--- config.mk ---
export PLATFORM = sky130hd
export DESIGN_NAME = fetch_sequencer
export DESIGN_NICKNAME = d
export VERILOG_FILES = /design/src/rtl/fetch_sequencer_pkg.sv /design/src/rtl/fetch_sequencer_fifo.sv /design/src/rtl/fetch_sequencer.sv
export SDC_FILE = /design/constraint.sdc
export NUM_CORES = 1
export LEC_CHECK = 0
export ABC_AREA = 1
export BUFFER_PORTS_ARGS = -buffer_cell sky130_fd_sc_hd__buf_2
export CORE_MARGIN = 10
export CORE_UTILIZATION = 50
export DETAILED_ROUTE_END_ITERATION = 16
export MAX_ROUTING_LAYER = met4
export PLACE_DENSITY = 0.72
export SLEW_MARGIN = 20
export SYNTH_ARGS = -nofsm -noshare
export SYNTH_HDL_FRONTEND = slang
export SYNTH_HIERARCHICAL = 1
export SYNTH_SLANG_ARGS = --single-unit
--- constraint.sdc ---
create_clock -name clk -period 4 [get_ports clk]
set_input_delay 0.6 -clock clk [delete_from_list [all_inputs] [get_ports clk]]
set_output_delay 0.6 -clock clk [all_outputs]
set_load 0.03 [all_outputs]
--- src/rtl/fetch_sequencer_pkg.sv ---
// Shared types and constants for the instruction fetch sequencer.
package fetch_sequencer_pkg;

    localparam int ADDR_W     = 16;
    localparam int INSTR_W    = 32;
    localparam int FIFO_DEPTH = 2;

    typedef enum logic [1:0] {
        IDLE  = 2'd0,
        RUN   = 2'd1,
        DRAIN = 2'd2,
        HALT  = 2'd3
    } fetch_state_e;

    // Counter increment that sticks at all-ones instead of wrapping.
    function automatic logic [31:0] sat_inc(input logic [31:0] value);
        if (value == 32'hFFFF_FFFF) begin
            return value;
        end else begin
            return value + 32'd1;
        end
    endfunction

endpackage

--- src/rtl/fetch_sequencer_fifo.sv ---
// fetch_fifo: two-entry {instr, pc} buffer; the head is held in its own register
// so the fetch outputs come straight from flops.
module fetch_fifo #(
    parameter int WIDTH = 48
) (
    input  logic             clk,
    input  logic             rst_n,
    input  logic             push,
    input  logic             pop,
    input  logic             flush,
    input  logic [WIDTH-1:0] din,
    output logic [WIDTH-1:0] dout,
    output logic             valid,
    output logic             full,
    output logic             empty
);

    logic [WIDTH-1:0] head_r;
    logic [WIDTH-1:0] tail_r;
    logic             head_vld_r;
    logic             tail_vld_r;
    logic             pop_s;

    assign pop_s = pop & head_vld_r;

    // Entry storage: tail shifts into head on pop; flush only clears the valid bits.
    always_ff @(posedge clk or negedge rst_n) begin
        if (!rst_n) begin
            head_r     <= '0;
            tail_r     <= '0;
            head_vld_r <= 1'b0;
            tail_vld_r <= 1'b0;
        end else if (flush) begin
            head_vld_r <= 1'b0;
            tail_vld_r <= 1'b0;
        end else begin
            case ({push, pop_s})
                2'b11: begin
                    if (tail_vld_r) begin
                        head_r <= tail_r;
                        tail_r <= din;
                    end else begin
                        head_r <= din;
                    end
                end
                2'b10: begin
                    if (!head_vld_r) begin
                        head_r     <= din;
                        head_vld_r <= 1'b1;
                    end else if (!tail_vld_r) begin
                        tail_r     <= din;
                        tail_vld_r <= 1'b1;
                    end else begin
                        tail_r <= tail_r;
                    end
                end
                2'b01: begin
                    head_r     <= tail_r;
                    head_vld_r <= tail_vld_r;
                    tail_vld_r <= 1'b0;
                end
                default: begin
                    head_vld_r <= head_vld_r;
                end
            endcase
        end
    end

    assign dout  = head_r;
    assign valid = head_vld_r;
    assign full  = tail_vld_r;
    assign empty = ~head_vld_r;

endmodule

--- src/rtl/fetch_sequencer.sv ---
// Sequential instruction fetch with branch redirect and a 2-deep output buffer.
// Optional performance counters are enabled with the FETCH_SEQ_PERF_EN macro.
module fetch_sequencer
    import fetch_sequencer_pkg::*;
#(
    parameter logic [ADDR_W-1:0] RESET_PC = 16'h0000,
    parameter logic [ADDR_W-1:0] PROG_LEN = 16'd7
) (
    input  logic               clk,
    input  logic               rst_n,
    output logic [ADDR_W-1:0]  rom_addr,
    input  logic [INSTR_W-1:0] rom_data,
    output logic               if_valid,
    input  logic               if_ready,
    output logic [INSTR_W-1:0] if_instr,
    output logic [ADDR_W-1:0]  if_pc,
    input  logic               br_taken,
    input  logic [ADDR_W-1:0]  br_target,
    output logic               halt
`ifdef FETCH_SEQ_PERF_EN
    ,
    output logic [31:0]        perf_fetched,
    output logic [31:0]        perf_stall
`endif
);

    fetch_state_e                state_r;
    fetch_state_e                state_next_s;
    fetch_state_e                br_dest_s;
    logic [ADDR_W-1:0]           pc_r;
    logic [ADDR_W-1:0]           pc_next_s;
    logic                        halt_r;
    logic                        halt_next_s;
    logic                        br_act_s;
    logic                        push_s;
    logic                        pop_s;
    logic                        fifo_valid_s;
    logic                        fifo_full_s;
    logic                        fifo_empty_s;
    logic [INSTR_W+ADDR_W-1:0]   fifo_dout_s;

    // A redirect is ignored in IDLE, where the buffer is already empty.
    assign br_act_s  = br_taken && (state_r != IDLE);
    assign br_dest_s = (br_target >= PROG_LEN) ? DRAIN : RUN;

    // State register.
    always_ff @(posedge clk or negedge rst_n) begin
        if (!rst_n) begin
            state_r <= IDLE;
        end else begin
            state_r <= state_next_s;
        end
    end

    // Next-state logic; a redirect overrides every other transition.
    always_comb begin
        state_next_s = state_r;
        case (state_r)
            IDLE: begin
                state_next_s = RUN;
            end
            RUN: begin
                if (br_act_s) begin
                    state_next_s = br_dest_s;
                end else if (pc_r >= PROG_LEN) begin
                    state_next_s = DRAIN;
                end else begin
                    state_next_s = RUN;
                end
            end
            DRAIN: begin
                if (br_act_s) begin
                    state_next_s = br_dest_s;
                end else if (fifo_empty_s) begin
                    state_next_s = HALT;
                end else begin
                    state_next_s = DRAIN;
                end
            end
            HALT: begin
                if (br_act_s) begin
                    state_next_s = br_dest_s;
                end else begin
                    state_next_s = HALT;
                end
            end
            default: begin
                state_next_s = IDLE;
            end
        endcase
    end

    // Fetch control; a same-cycle pop frees a slot for the push.
    always_comb begin
        pop_s       = 1'b0;
        push_s      = 1'b0;
        pc_next_s   = pc_r;
        halt_next_s = (state_next_s == HALT);
        if (br_act_s) begin
            pc_next_s = br_target;
        end else begin
            pop_s  = fifo_valid_s && if_ready;
            push_s = (state_r == RUN) && (pc_r < PROG_LEN) && (!fifo_full_s || pop_s);
            if (push_s) begin
                pc_next_s = pc_r + 16'd1;
            end else begin
                pc_next_s = pc_r;
            end
        end
    end

    // Program counter and halt flag.
    always_ff @(posedge clk or negedge rst_n) begin
        if (!rst_n) begin
            pc_r   <= RESET_PC;
            halt_r <= 1'b0;
        end else begin
            pc_r   <= pc_next_s;
            halt_r <= halt_next_s;
        end
    end

    fetch_fifo #(
        .WIDTH(INSTR_W + ADDR_W)
    ) u_fifo (
        .clk   (clk),
        .rst_n (rst_n),
        .push  (push_s),
        .pop   (pop_s),
        .flush (br_act_s),
        .din   ({rom_data, pc_r}),
        .dout  (fifo_dout_s),
        .valid (fifo_valid_s),
        .full  (fifo_full_s),
        .empty (fifo_empty_s)
    );

    assign rom_addr = pc_r;
    assign if_valid = fifo_valid_s;
    assign if_instr = fifo_dout_s[INSTR_W+ADDR_W-1:ADDR_W];
    assign if_pc    = fifo_dout_s[ADDR_W-1:0];
    assign halt     = halt_r;

`ifdef FETCH_SEQ_PERF_EN
    logic [31:0] perf_fetched_r;
    logic [31:0] perf_stall_r;

    // Saturating event counters; survive redirects, cleared only by reset.
    always_ff @(posedge clk or negedge rst_n) begin
        if (!rst_n) begin
            perf_fetched_r <= 32'd0;
            perf_stall_r   <= 32'd0;
        end else begin
            if (push_s) begin
                perf_fetched_r <= sat_inc(perf_fetched_r);
            end else begin
                perf_fetched_r <= perf_fetched_r;
            end
            if (fifo_valid_s && !if_ready) begin
                perf_stall_r <= sat_inc(perf_stall_r);
            end else begin
                perf_stall_r <= perf_stall_r;
            end
        end
    end

    assign perf_fetched = perf_fetched_r;
    assign perf_stall   = perf_stall_r;
`endif

endmodule

==> results_dict.tcl <==
set metrics [dict create \
    status "completed" \
    drtIter0Drc 857 \
    ff2ff_path_depth 12 \
    seq_area_um2 2932 \
    clk_latency_ns 0.43 \
    final_cell_mix "nand2_1 (678), nand3_1 (201), inv_1 (122)" \
    gp_congestion 0.8876 \
    hold_viol_final 0 \
    multi_input_area_um2 3934 \
    maxCapViolations 0 \
    n_fill_cell 1539 \
    dieArea_um2 20900 \
    numCtsBuffers 17 \
    end_kind "flop" \
    crit_required_ns 4.36 \
    syn_nets 1315 \
    slew_viol_final 0 \
    holdWs_ns 0.2193 \
    drc_errors 0 \
    antenna_found_initial 0 \
    yosys_register_bits 117 \
    cts_max_level 4 \
    wl_um 22230 \
    hold_buffers 0 \
    fmax_mhz 295.7 \
    netlist_top_cells_area "dfrtp_1 (38%), nand2_1 (33%), nand3_1 (13%)" \
    cts_tree "built" \
    grt_pass1_vias 7311 \
    drt_first_pass_iters 5 \
    n_antenna_cell 0 \
    power.leakage_nw 4.924 \
    synth_top_area_cell "dfrtp_1" \
    chipWidth_um 144.6 \
    finalCriticalPeriod_ns 3.382 \
    grt-ovfl-total 0 \
    start_util 0.5104 \
    final_common_cell "nand2_1" \
    skew_ns 0.006816 \
    final_antenna_net_count 0 \
    regToRegEndpoint "u_fifo/dout[14]" \
    yosysSeqAreaShare 0.3774 \
    startpoint "rom_addr[0]" \
    syn2layout_area_growth_pct 14.24 \
    cts_root_buffer "clkbuf_16" \
    power_density_nw_per_um2 398.7 \
    finalSetupViolations 0 \
    yosysWarningCount 6 \
    ioPinCount 118 \
    drive_above_1_share 0.1326 \
    cp_max_fo 26 \
    routed_via_density 5.168 \
    postCtsSetupBuffers 0 \
    post_cts_resized 0 \
    wl_per_cell_um 14.53 \
    avgSynthCellArea_um2 6.177 \
    die_y_um 144.6 \
    reg2reg_slack_ns 0.62 \
    rows 45 \
    start_kind "flop" \
    peakVddDrop_v 0.0002953 \
    portBuffers 117 \
    syn_inst 1256 \
    cp.arrival_ns 3.74 \
    grt_max_degree 100 \
    grtUsageTotal 0.2208 \
    min_path_type "in2async" \
    vias 7907 \
    netlist_area_um2 7759 \
    core_um2 15200 \
    endpoint "u_fifo/dout[14]" \
    nets 1390 \
    utilization 0.5830 \
    rsz0062_at_grt "no" \
    synth_cell_types 28 \
    clk_pin_slew_ns 0.05 \
    clk_path_buf_depth 2 \
    tns_ns 0 \
    cts_sinks 117 \
    regToRegStartpoint "rom_addr[0]" \
    grt_pass1_wl_um 36600 \
    synth_top_area_frac 0.3774 \
    finalPower_mw 3.534 \
    hpwl_um 13620 \
    instances_no_fill 1530 \
    relSlewSlack 0.2807 \
    critPathKind "reg2reg" \
    tightestPinTransition_ns 1.079 \
    fin_crit_sh 0.8455 \
    dp_cells 1500 \
]
## metal layers
| metal | up-vias | global-route usage | share of wire |
|---|---|---|---|
| met1 | 3638 | 0.2940 | 0.47 |
| met5 | - | - | 0 |
| met4 | 0 | 0.07287 | 0.012 |
| met3 | 22 | 0.04231 | 0.063 |
| met2 | 272 | 0.3320 | 0.46 |
| li1 | 3975 | - | - |
## sequential cells by signal, summed over array words and instances, names as in the netlist
register,count
rom_addr,16
state_r,2
u_fifo/full,1
u_fifo/tail_r,48
u_fifo/valid,1
halt,1
u_fifo/dout,48
## area by class of cell
cell class	instances	share of cell area
Clock inverter	3	0.001694
Inverter	131	0.05576
Clock buffer	27	0.06126
Sequential cell	117	0.3307
Tap cell	188	0.02654
Timing Repair Buffer	130	0.08018
Multi-Input combinational cell	934	0.4438
## through the flow
| step | setup slack, ns | area (µm²) |
|---|---|---|
| after floorplan | 1.484 | 7759 |
| after global placement | 0.8218 | 8305 |
| after detailed placement | 0.7372 | 8305 |
| after CTS | 0.7040 | 8864 |
| after global routing | 0.3834 | 8864 |
| final | 0.6179 | 8864 |
## cell families after synthesis
logic type / after synthesis / synth area share
simple gates: 906 / 0.4773
compound gates: 19 / 0.01322
fa+ha+maj: 7 / 0.01129
xor+xnor: 2 / 0.002258
buf+inv: 205 / 0.1185
flops: 117 / 0.3774
## how the worst min path moves through the flow
stage                 endpoint  slack (ns)  cells after the start
4_1_cts        u_fifo/dout[24]        0.24                      1
6_report       u_fifo/dout[24]        0.22                      1
5_1_grt        u_fifo/dout[24]        0.26                      1
3_3_place_gp   u_fifo/dout[34]        0.46                      2
3_5_place_dp   u_fifo/dout[33]        0.46                      2
2_1_floorplan             halt        0.30                      0
## worst max-delay path, cell delays in order (launching register included)
cell	delay, ns
dfrtp_1	0.47
ha_1	0.28
nand2_2	0.08
nand3_2	0.06
nor2_2	0.18
nand4_2	0.12
nor2_1	0.38
ha_4	0.21
clkinv_1	0.72
buf_4	0.51
nand3_1	0.10
nand3_1	0.08
nand2_1	0.11
## cell usage after synthesis (all sizes together)
| cell | instances |
|---|---|
| o22ai | 4 |
| xnor2 | 1 |
| o21bai | 1 |
| nor3 | 2 |
| nor2 | 17 |
| nand4 | 2 |
| nand3 | 203 |
| clkbuf | 14 |
| a21oi | 2 |
| xor2 | 1 |
| nand2 | 682 |
| o21ai | 12 |
| buf | 60 |
| inv | 131 |
| dfrtp | 117 |
| ha | 7 |
## report_power, final
group	internal (mW)	leakage (nW)	switching, mW
logic	0.211	3.09	0.484
registers	1.30	1.55	0.0960
clock network	0.913	0.281	0.529
Power figures use the tool's default switching activity.
